[src/rtl/wheel_sensor_emulator.sv]
// Two-sensor track-pedal waveform generator: emits N axle passes (P1,P2,P3 dwell, then a gap)
// in the requested direction, with abort and a completion pulse.
module wheel_sensor_emulator #(
    parameter int unsigned DWELL = 4,
    parameter int unsigned GAP   = 8,
    parameter int unsigned CNT_W = 4
) (
    input  logic             Clk,
    input  logic             Reset,
    input  logic             start,
    input  logic             dir,
    input  logic [CNT_W-1:0] axles,
    input  logic             abort,
    output logic             a,
    output logic             b,
    output logic             busy,
    output logic             done,
    output logic [CNT_W-1:0] axles_sent
);

    localparam int unsigned MaxHold = (DWELL > GAP) ? DWELL : GAP;
    localparam int unsigned CntW    = (MaxHold > 1) ? $clog2(MaxHold) : 1;
    localparam logic [CntW-1:0] DwellLoad = CntW'(DWELL - 1);
    localparam logic [CntW-1:0] GapLoad   = CntW'(GAP - 1);

    typedef enum logic [2:0] {
        StIdle,
        StP1,
        StP2,
        StP3,
        StGap
    } state_e;

    state_e           r_state, w_state_d;
    logic [CntW-1:0]  r_cnt, w_cnt_d;
    logic             r_dir, w_dir_d;
    logic [CNT_W-1:0] r_axles, w_axles_d;
    logic [CNT_W-1:0] r_sent, w_sent_d;
    logic             r_a, r_b, r_busy, r_done;
    logic             w_done_d;
    logic [1:0]       w_ab_d;

    // Next-state: the dwell counter reloads on every state entry and fires at zero.
    always_comb begin
        w_state_d = r_state;
        w_cnt_d   = r_cnt;
        w_dir_d   = r_dir;
        w_axles_d = r_axles;
        w_sent_d  = r_sent;
        w_done_d  = 1'b0;
        unique case (r_state)
            StIdle: begin
                if (start && !abort) begin
                    w_sent_d = '0;
                    if (axles != '0) begin
                        w_dir_d   = dir;
                        w_axles_d = axles;
                        w_state_d = StP1;
                        w_cnt_d   = DwellLoad;
                    end else begin
                        w_done_d = 1'b1;
                    end
                end
            end
            StP1, StP2, StP3, StGap: begin
                if (abort) begin
                    w_state_d = StIdle;
                    w_cnt_d   = '0;
                end else if (r_cnt != '0) begin
                    w_cnt_d = r_cnt - CntW'(1);
                end else begin
                    unique case (r_state)
                        StP1: begin
                            w_state_d = StP2;
                            w_cnt_d   = DwellLoad;
                        end
                        StP2: begin
                            w_state_d = StP3;
                            w_cnt_d   = DwellLoad;
                        end
                        StP3: begin
                            w_state_d = StGap;
                            w_cnt_d   = GapLoad;
                            w_sent_d  = r_sent + CNT_W'(1);
                        end
                        default: begin
                            if (r_sent == r_axles) begin
                                w_state_d = StIdle;
                                w_cnt_d   = '0;
                                w_done_d  = 1'b1;
                            end else begin
                                w_state_d = StP1;
                                w_cnt_d   = DwellLoad;
                            end
                        end
                    endcase
                end
            end
            default: begin
                w_state_d = StIdle;
                w_cnt_d   = '0;
            end
        endcase
    end

    // Sensor levels are decoded from the next state so they register together with it.
    always_comb begin
        w_ab_d = 2'b00;
        unique case (w_state_d)
            StP1:    w_ab_d = w_dir_d ? 2'b01 : 2'b10;
            StP2:    w_ab_d = 2'b11;
            StP3:    w_ab_d = w_dir_d ? 2'b10 : 2'b01;
            default: w_ab_d = 2'b00;
        endcase
    end

    always_ff @(posedge Clk) begin
        if (Reset) begin
            r_state <= StIdle;
            r_cnt   <= '0;
            r_dir   <= 1'b0;
            r_axles <= '0;
            r_sent  <= '0;
            r_a     <= 1'b0;
            r_b     <= 1'b0;
            r_busy  <= 1'b0;
            r_done  <= 1'b0;
        end else begin
            r_state <= w_state_d;
            r_cnt   <= w_cnt_d;
            r_dir   <= w_dir_d;
            r_axles <= w_axles_d;
            r_sent  <= w_sent_d;
            r_a     <= w_ab_d[1];
            r_b     <= w_ab_d[0];
            r_busy  <= (w_state_d != StIdle);
            r_done  <= w_done_d;
        end
    end

    assign a          = r_a;
    assign b          = r_b;
    assign busy       = r_busy;
    assign done       = r_done;
    assign axles_sent = r_sent;

endmodule

[config.mk]
export PLATFORM = sky130hd
export DESIGN_NAME = wheel_sensor_emulator
export DESIGN_NICKNAME = d
export VERILOG_FILES = /design/src/rtl/wheel_sensor_emulator.sv
export SDC_FILE = /design/constraint.sdc
export NUM_CORES = 1
export LEC_CHECK = 0
export BUFFER_PORTS_ARGS = -buffer_cell sky130_fd_sc_hd__buf_2
export CELL_PAD_IN_SITES_DETAIL_PLACEMENT = 1
export CELL_PAD_IN_SITES_GLOBAL_PLACEMENT = 1
export CORE_MARGIN = 3
export CORE_UTILIZATION = 41
export DETAILED_ROUTE_END_ITERATION = 8
export GPL_ROUTABILITY_DRIVEN = 1
export GPL_TIMING_DRIVEN = 1
export PLACE_DENSITY_LB_ADDON = 0.1
export SETUP_SLACK_MARGIN = 0.4
export SYNTH_ARGS = -nofsm -noshare
export SYNTH_HDL_FRONTEND = slang
export SYNTH_SLANG_ARGS = --single-unit
[constraint.sdc]
create_clock -name Clk -period 2.56 [get_ports Clk]
set_input_delay 0.128 -clock Clk [delete_from_list [all_inputs] [get_ports Clk]]
set_output_delay 0.128 -clock Clk [all_outputs]
set_load 0.005 [all_outputs]
==> impl_metrics.json, run 1 <==
{
  "maxSlewHeadroom_pct": 63.8,
  "hp-class": "in2reg",
  "syn_avg_cell_area_um2": 8.46,
  "fp-row-count": 18,
  "critPathCaptureType": "flop",
  "post-dp-hpwl_mm": 1.94,
  "ys_ff_latch": 19,
  "cts.sinks": 19,
  "routabilityCongestion": 0.804,
  "wl_per_cell_um": 15.4,
  "p_per_area_nw_per_um2": 481,
  "io_pins": 17,
  "preCtsSetupSlack_ps": 381,
  "syn_inst": 130,
  "crit_type": "reg2reg",
  "start_util_pct": 43.6,
  "synth_compound_area_share_pct": 15.9,
  "synth_top_cell_area_share_pct": 34.6,
  "finalHoldViolations": 0,
  "cts_made_buffers": 3,
  "gr-total-overflow": 0,
  "worstPathRequired_ps": 2760,
  "r2r_slack_ps": 510,
  "drtPass1Iterations": 4,
  "antenna_found_initial": 0,
  "post-route-period-util_pct": 80.0,
  "drt-initial-drc-count": 18,
  "routed_wl_mm": 2.68,
  "synthMuxAreaShare_pct": 4.55,
  "synth_fp_nets": 142,
  "die-width_um": 57.8,
  "setup_slack_ps": 511,
  "die_h_um": 57.8,
  "syn_to_final_growth_pct": 10.5,
  "grt_max_degree": 24,
  "synth_edf_count": 0,
  "skew_ps": 2.29,
  "yosysWarnings": 0,
  "critPathMaxFanout": 9,
  "synthAdderAreaFrac_pct": 3.41,
  "max_freq_ghz": 0.488,
  "setup_viol": 0,
  "seq_area_frac_synth_pct": 34.6,
  "drive_gt1_share_pct": 22.9,
  "final_area_um2": 1210,
  "first_global_vias": 1010,
  "synth-simple-area-share_pct": 29.6,
  "die-area_um2": 3340,
  "tns_ps": 0,
  "status": "finished clean",
  "start_kind": "flop",
  "final_nets": 157,
  "io_buffers": 16,
  "netlist_area_um2": 1100,
  "grt_util_all_layers_pct": 17.5,
  "core_um2": 2520,
  "clk_pin_slew_worst_paths_ps": 120,
  "clockBufferDepth": 2,
  "synth_cell_types": 42,
  "clock_latency_ps": 300,
  "synth-main-ff-cell": "dfxtp_1",
  "drv_cap": 0,
  "cts_tree": "done",
  "antenna_left": 0,
  "cts_hold_buf": 0,
  "cp_data_arrival_time_ps": 2250,
  "vdd_drop_max_mv": 0.389,
  "leakage_uw": 0.000497,
  "cts_root_buf": "clkbuf_4",
  "post_dp_cell_area_um2": 1170,
  "yosys.area.top_type": "dfxtp_1",
  "vias": 990,
  "via_per_inst": 5.69,
  "fin_total_pwr_uw": 585,
  "async_flop_share_pct": 0,
  "grt_pass1_wl_mm": 4.57,
  "drc": 0,
  "tightest_slew_ps": 529,
  "synthXorXnorAreaFrac_pct": 3.98,
  "htreeDepth": 1,
  "synth_top_family_by_area": "simple AND/OR/NAND/NOR gates",
  "drv_slew": 0,
  "synth.area.top_cells": "dfxtp_1, a21oi_1, nor2_1, mux2i_1, ha_1",
  "period_needed_ps": 2050,
  "diodes": 0,
  "grt_setup_unrepaired": "false"
}
## worst max-delay path, stage by stage, from the launching register on
cell	delay [ps]
dfxtp_1	370
inv_1	50
ha_1	200
ha_2	240
nor3b_2	200
a211oi_2	70
a311oi_2	370
nor3_1	70
or3_1	370
## through the flow
| step | instances | util, % | hold WS (ps) |
|---|---|---|---|
| floorplan | 130 | - | 212 |
| global placement | 169 | 46.3 | 389 |
| detailed placement | 169 | 46.3 | 410 |
| CTS | 173 | 47.4 | 77.8 |
| global route | 174 | 48.2 | 115 |
| finish | 174 | 48.2 | 87.9 |
## repair_timing
item                                   CTS  global route
gates resized for setup                  0             4
endpoints found under the hold margin    0             0
setup endpoints to repair                2             4
pin swaps                                1             1
buffers inserted                         0             1
## routing by layer
metal / track usage (%) / vias to the layer above / routed length [µm]
li1: - / 488 / -
met1: 23.4 / 482 / 1270
met2: 28.2 / 18 / 1310
met3: 2.45 / 2 / 87
met4: 6.95 / 0 / 14
met5: 0 / - / 0
## logic make-up (layout without fill, tap and decap cells)
logic type	count (synthesis)	in the layout
mux	5	5
xor+xnor	5	5
flops	19	19
fa+ha+maj	3	3
simple gates	55	55
buf+inv	16	30
compound gates	27	27
## cells in the mapped netlist, drive strengths merged, types with 4 or more instances
master	instances
nand2	10
mux2i	5
o21ai	4
nor2	17
a21oi	12
dfxtp	19
inv	8
xor2	4
nand3	5
nor3	4
buf	5
## final cells by class
cell class / instances / area (µm²)
inverter: 8 / 30.0
fill: 314 / 1310
tap: 30 / 37.5
clock inverter: 1 / 5.00
clock buffer: 3 / 22.5
timing repair buffer: 18 / 95.1
multi-input combinational: 95 / 644
sequential: 19 / 380
## power by group
part	internal [µW]	switching, µW
registers	308	10.1
logic	42.1	63.7
clock network	58.3	103
total	408	177
## path summary, 6_finish.rpt
| check | startpoint | endpoint | depth (start not counted) |
|---|---|---|---|
| hold reg to reg | r_cnt[2] | r_cnt[2] | 2 |
| setup / recovery | r_cnt[0] | b | 8 |
| setup reg to reg | r_cnt[0] | b | 8 |
| hold / removal | dir | r_dir | 3 |
## layout by cell type, fill, tap and decap left out, drive strengths merged, types with 5 or more instances in the layout
| cell | instances |
|---|---|
| nor2 | 17 |
| dfxtp | 19 |
| nand3 | 5 |
| mux2i | 5 |
| nand2 | 10 |
| buf | 18 |
| a21oi | 12 |
| inv | 8 |
## state kept, by name, indices dropped and copies added (netlist names)
signal,flops
busy,1
axles_sent,4
r_cnt,3
r_state,3
a,1
r_axles,4
done,1
r_dir,1
b,1
No activity file was read; power rests on OpenSTA's default activity.
==> run 2: changes to the inputs <==
CORE_UTILIZATION = 37   (was 41)
clock period = 1.8 ns   (was 2.56 ns; I/O delays follow)
==> run 2 against run 1 <==
  * The run now ends with negative setup slack left
  * Total power up 60%
  * Clock power up 45%
  * Register-to-register slack worse by 640 ps
  * Routed wire length up 21%
  * Combinational power up 140%
  * Cell count up 12%
  * Utilization up 4.8 points
  * Cell area up 22%
  * Flip-flop and latch count unchanged
  * Count of clock-buffer cells in the layout unchanged
  * Critical path depth up 1
  * Sequential power up 43%
==> impl_metrics.json, run 2 (synthesis gave the netlist of run 1 again) <==
{
  "syn_to_final_growth_pct": 35.0,
  "setup_viol": 4,
  "status": "finished, violations left",
  "worstPathRequired_ps": 2000,
  "clk_pin_slew_worst_paths_ps": 120,
  "io_buffers": 16,
  "vias": 1101,
  "critPathMaxFanout": 8,
  "final_nets": 177,
  "vdd_drop_max_mv": 0.350,
  "hp-class": "in2reg",
  "setup_slack_ps": -129,
  "routabilityCongestion": 0.802,
  "layout_commonest_cell": "buf_4",
  "via_per_inst": 5.65,
  "final_area_um2": 1490,
  "diodes": 0,
  "p_per_area_nw_per_um2": 632,
  "fin_total_pwr_uw": 938,
  "start_kind": "flop",
  "die_h_um": 60.5,
  "crit_type": "reg2reg",
  "grt_util_all_layers_pct": 19.6,
  "post-route-period-util_pct": 107,
  "leakage_uw": 0.000617,
  "drive_gt1_share_pct": 45.1,
  "routed_wl_mm": 3.26,
  "failed_checks": "negative setup slack",
  "fp-row-count": 19,
  "die-width_um": 60.5,
  "drv_slew": 0,
  "htreeDepth": 1,
  "cts_root_buf": "clkbuf_4",
  "finalHoldViolations": 0,
  "drv_cap": 0,
  "grt_pass1_wl_mm": 5.37,
  "critPathCaptureType": "flop",
  "final_cell_mix": "buf_4, buf_2, nor2_1, dfxtp_1, nand2_1",
  "post_dp_cell_area_um2": 1350,
  "die-area_um2": 3660,
  "cts_made_buffers": 3,
  "max_freq_ghz": 0.518,
  "cts_tree": "done",
  "post-route-util_pct": 52.9,
  "grt_setup_unrepaired": "true",
  "first_global_vias": 1114,
  "maxSlewHeadroom_pct": 67.0,
  "drc": 0,
  "wl_per_cell_um": 16.7,
  "io_pins": 17,
  "post-dp-hpwl_mm": 2.31,
  "tightest_slew_ps": 495,
  "grt_max_degree": 24,
  "cts_hold_buf": 0,
  "cts.sinks": 19,
  "start_util_pct": 39.2,
  "skew_ps": 9.77,
  "core_um2": 2810,
  "antenna_left": 0,
  "clockBufferDepth": 2,
  "clock_latency_ps": 310,
  "cp_data_arrival_time_ps": 2130,
  "drt-initial-drc-count": 30,
  "drtPass1Iterations": 4,
  "period_needed_ps": 1930,
  "gr-total-overflow": 0,
  "antenna_found_initial": 0
}
==> run 2: cell type report <==
class                   count  area [µm²]
clock buffers               3        22.5
clock inverters             1        5.00
fillers                   340        1320
inverters                   8        30.0
multi-input cells          95         751
flip-flops and latches     19         389
well taps                  31        38.8
repair buffers             38         249
==> run 2: metal layers <==
layer | wire length (µm) | vias up | part of all wire, % | track usage (%)
met2 | 1670 | 23 | 51 | 32.6
met1 | 1430 | 540 | 44 | 24.6
met3 | 97 | 8 | 3.0 | 4.04
met5 | 0 | - | 0 | 0
met4 | 66 | 0 | 2.0 | 8.05
li1 | - | 530 | - | -
==> run 2: timing repair <==
item                                    in CTS  in global routing
endpoints found under the setup margin      18                 19
pin swaps                                   10                  8
gates resized for setup                     11                 11
cloned                                       0                  0
setup buffers                                2                  2
==> run 2: where the power goes <==
group	switching, µW	total (µW)	leakage [µW]	internal [µW]
clock	150	233	0.0000177	83.1
sequential	16.2	454	0.000157	438
combinational	129	252	0.000443	123
total	295	938	0.000617	644
==> run 2: final timing paths <==
kind,start,to,cells past startpoint,slack (ps)
setup / recovery,r_cnt[0],b,9,-130
hold / removal,axles[2],r_axles[2],3,50
setup reg to reg,r_cnt[0],b,9,-130
hold reg to reg,r_cnt[2],r_cnt[2],2,500
==> run 2: critical path, stage by stage (launching register included) <==
cell      delay (ps)
dfxtp_2          350
inv_2             60
ha_4             140
ha_4             180
and4bb_1         220
a211oi_2          50
a311oi_2         240
buf_4            180
nor3_2            40
or3_1            360
==> run 2: through the flow <==
stage	std cells	hold WS, ps	TNS, ps	worst slack [ps]
4_1_cts	193	45.5	-213	-115
3_3_place_gp	187	352	-7.92	-7.66
2_1_floorplan	130	174	-47.5	-47.5
3_5_place_dp	187	385	-189	-97.3
5_1_grt	195	79.3	-940	-193
6_report	195	47.8	-256	-129
==> run 3: changes to the inputs <==
SKIP_CTS_REPAIR_TIMING = 1   (was not set)
==> run 3 against run 2 <==
  * The run still ends with negative setup slack left
  * Flip-flop and latch count did not move
  * Routed wire length grew 2.7%
  * Cell area decreased by 0.93%
  * Sequential share of layout area increased by 0.075 points
  * Maximum frequency down 0.80%
  * Register-to-register slack worse by 20 ps
  * Die area stayed put
  * Global-route usage shrank 1.1 points
  * Critical endpoint unchanged
  * Highest routed layer unchanged
==> impl_metrics.json, run 3 (synthesis gave the netlist of run 1 again) <==
{
  "setup_viol": 4,
  "final_nets": 176,
  "io_buffers": 16,
  "fp-row-count": 19,
  "first_global_vias": 1069,
  "finalHoldViolations": 0,
  "drv_cap": 0,
  "leakage_uw": 0.000611,
  "skew_ps": 5.70,
  "reg2reg_to": "b",
  "antenna_found_initial": 0,
  "critPathCaptureType": "flop",
  "dp_cells": 187,
  "drv_slew": 0,
  "core_um2": 2810,
  "start_util_pct": 39.2,
  "die-area_um2": 3660,
  "regToRegStartpoint": "r_cnt[1]",
  "antenna_left": 0,
  "critPathMaxFanout": 8,
  "post_dp_cell_area_um2": 1350,
  "routabilityCongestion": 0.802,
  "holdPathEnd": "r_axles[2]",
  "io_pins": 17,
  "drt-initial-drc-count": 14,
  "drtPass1Iterations": 4,
  "register_area_um2": 387,
  "routed_wl_mm": 3.34,
  "grt_util_all_layers_pct": 18.4,
  "final_cell_mix": "buf_4, buf_2, nor2_1, dfxtp_1, nand2_1",
  "layout_commonest_cell": "buf_4",
  "clockBufferDepth": 2,
  "grt.busiest_layer": "met2",
  "grt_pass1_wl_mm": 5.08,
  "post-dp-hpwl_mm": 2.31,
  "post-route-period-util_pct": 108,
  "cts_made_buffers": 3,
  "cpLargestDelayFamily": "simple AND/OR/NAND/NOR gates",
  "die_h_um": 60.5,
  "start_kind": "flop",
  "drc": 0,
  "vias": 1084,
  "failed_checks": "negative setup slack",
  "p_per_area_nw_per_um2": 638,
  "via_per_inst": 5.59,
  "diodes": 0,
  "cts_root_buf": "clkbuf_4",
  "grt_util_met3_pct": 4.26,
  "worstPathRequired_ps": 2000,
  "vdd_drop_max_mv": 0.352,
  "max_stage_delay_ps": 370,
  "cts.sinks": 19,
  "grt_use_met2_pct": 30.4,
  "cpMaxStageDelayCell": "dfxtp_2",
  "syn_to_final_growth_pct": 33.8,
  "worstHoldStart": "axles[2]",
  "setup_slack_ps": -144,
  "die-width_um": 60.5,
  "clk_pin_slew_worst_paths_ps": 120,
  "crit_type": "reg2reg",
  "clock_latency_ps": 310,
  "multiInputGateArea_um2": 743,
  "fillerInstances": 340,
  "min_path_cells": 3,
  "path_buf_inv": 2,
  "htreeDepth": 1,
  "preCtsSetupSlack_ps": -97.3,
  "hp-class": "in2reg",
  "cts_tree": "done",
  "period_needed_ps": 1940,
  "r2r_slack_ps": -140,
  "gr-total-overflow": 0,
  "wl_per_cell_um": 17.2,
  "drive_gt1_share_pct": 45.4,
  "max_freq_ghz": 0.514,
  "use_met1_pct": 23.2,
  "worstPathCellList": "inv_2, ha_4, ha_4, nor3b_2, a211oi_2, a311oi_2, buf_4, nor3_2, or3_1",
  "maxSlewHeadroom_pct": 65.3,
  "cpMostUsedCell": "ha_4",
  "tightest_slew_ps": 520,
  "cp_data_arrival_time_ps": 2150,
  "final_cells": 194,
  "status": "finished, violations left",
  "grt_max_degree": 24,
  "rr_worst_depth": 9,
  "grt_setup_unrepaired": "true",
  "final_area_um2": 1470
}
[run 3: cell types whose count changed in the layout (fill, tap and decap cells not counted), sizes merged]
cell,before,now
buf,38,37
[run 3: how the worst max path moves through the flow]
| stage | start | depth (start not counted) | to |
|---|---|---|---|
| floorplan | r_cnt[0] | 9 | b |
| global placement | r_cnt[1] | 8 | b |
| detailed placement | r_cnt[1] | 8 | b |
| CTS | r_cnt[1] | 8 | b |
| global route | r_cnt[1] | 9 | b |
| finish | r_cnt[1] | 9 | b |
[run 3: cell type report]
| class | instances | area share [%] |
|---|---|---|
| clock buffers | 3 | 1.53 |
| clock inverters | 1 | 0.340 |
| inverters | 8 | 2.04 |
| multi-input cells | 95 | 50.5 |
| flip-flops and latches | 19 | 26.3 |
| well taps | 31 | 2.64 |
| repair buffers | 37 | 16.7 |
[run 3: metal layers]
layer	up-vias	wire (µm)	share of wire, %
met1	533	1490	44
li1	529	-	-
met2	15	1720	51
met3	7	84	2.5
met4	0	54	1.6
met5	-	0	0
[run 3: through the flow]
step | TNS [ps] | hold WS (ps) | total power (µW) | utilization, %
6_report | -291 | 47.6 | 939 | 52.5
3_3_place_gp | -7.92 | 352 | 663 | 48.0
2_1_floorplan | -47.5 | 174 | 595 | -
5_1_grt | -905 | 79.6 | 982 | 52.5
4_1_cts | -362 | 45.5 | 902 | 49.0
3_5_place_dp | -189 | 385 | 670 | 48.0
[run 3: where the power goes]
group	internal [µW]	total (µW)	switching [µW]
combinational	121	250	129
sequential	439	456	16.7
clock	83.1	233	150
[run 3: worst register-to-register path, stage by stage, from the launching register on]
cell	delay [ps]
dfxtp_2	370
inv_2	50
ha_4	150
ha_4	180
nor3b_2	180
a211oi_2	70
a311oi_2	250
buf_4	180
nor3_2	50
or3_1	360
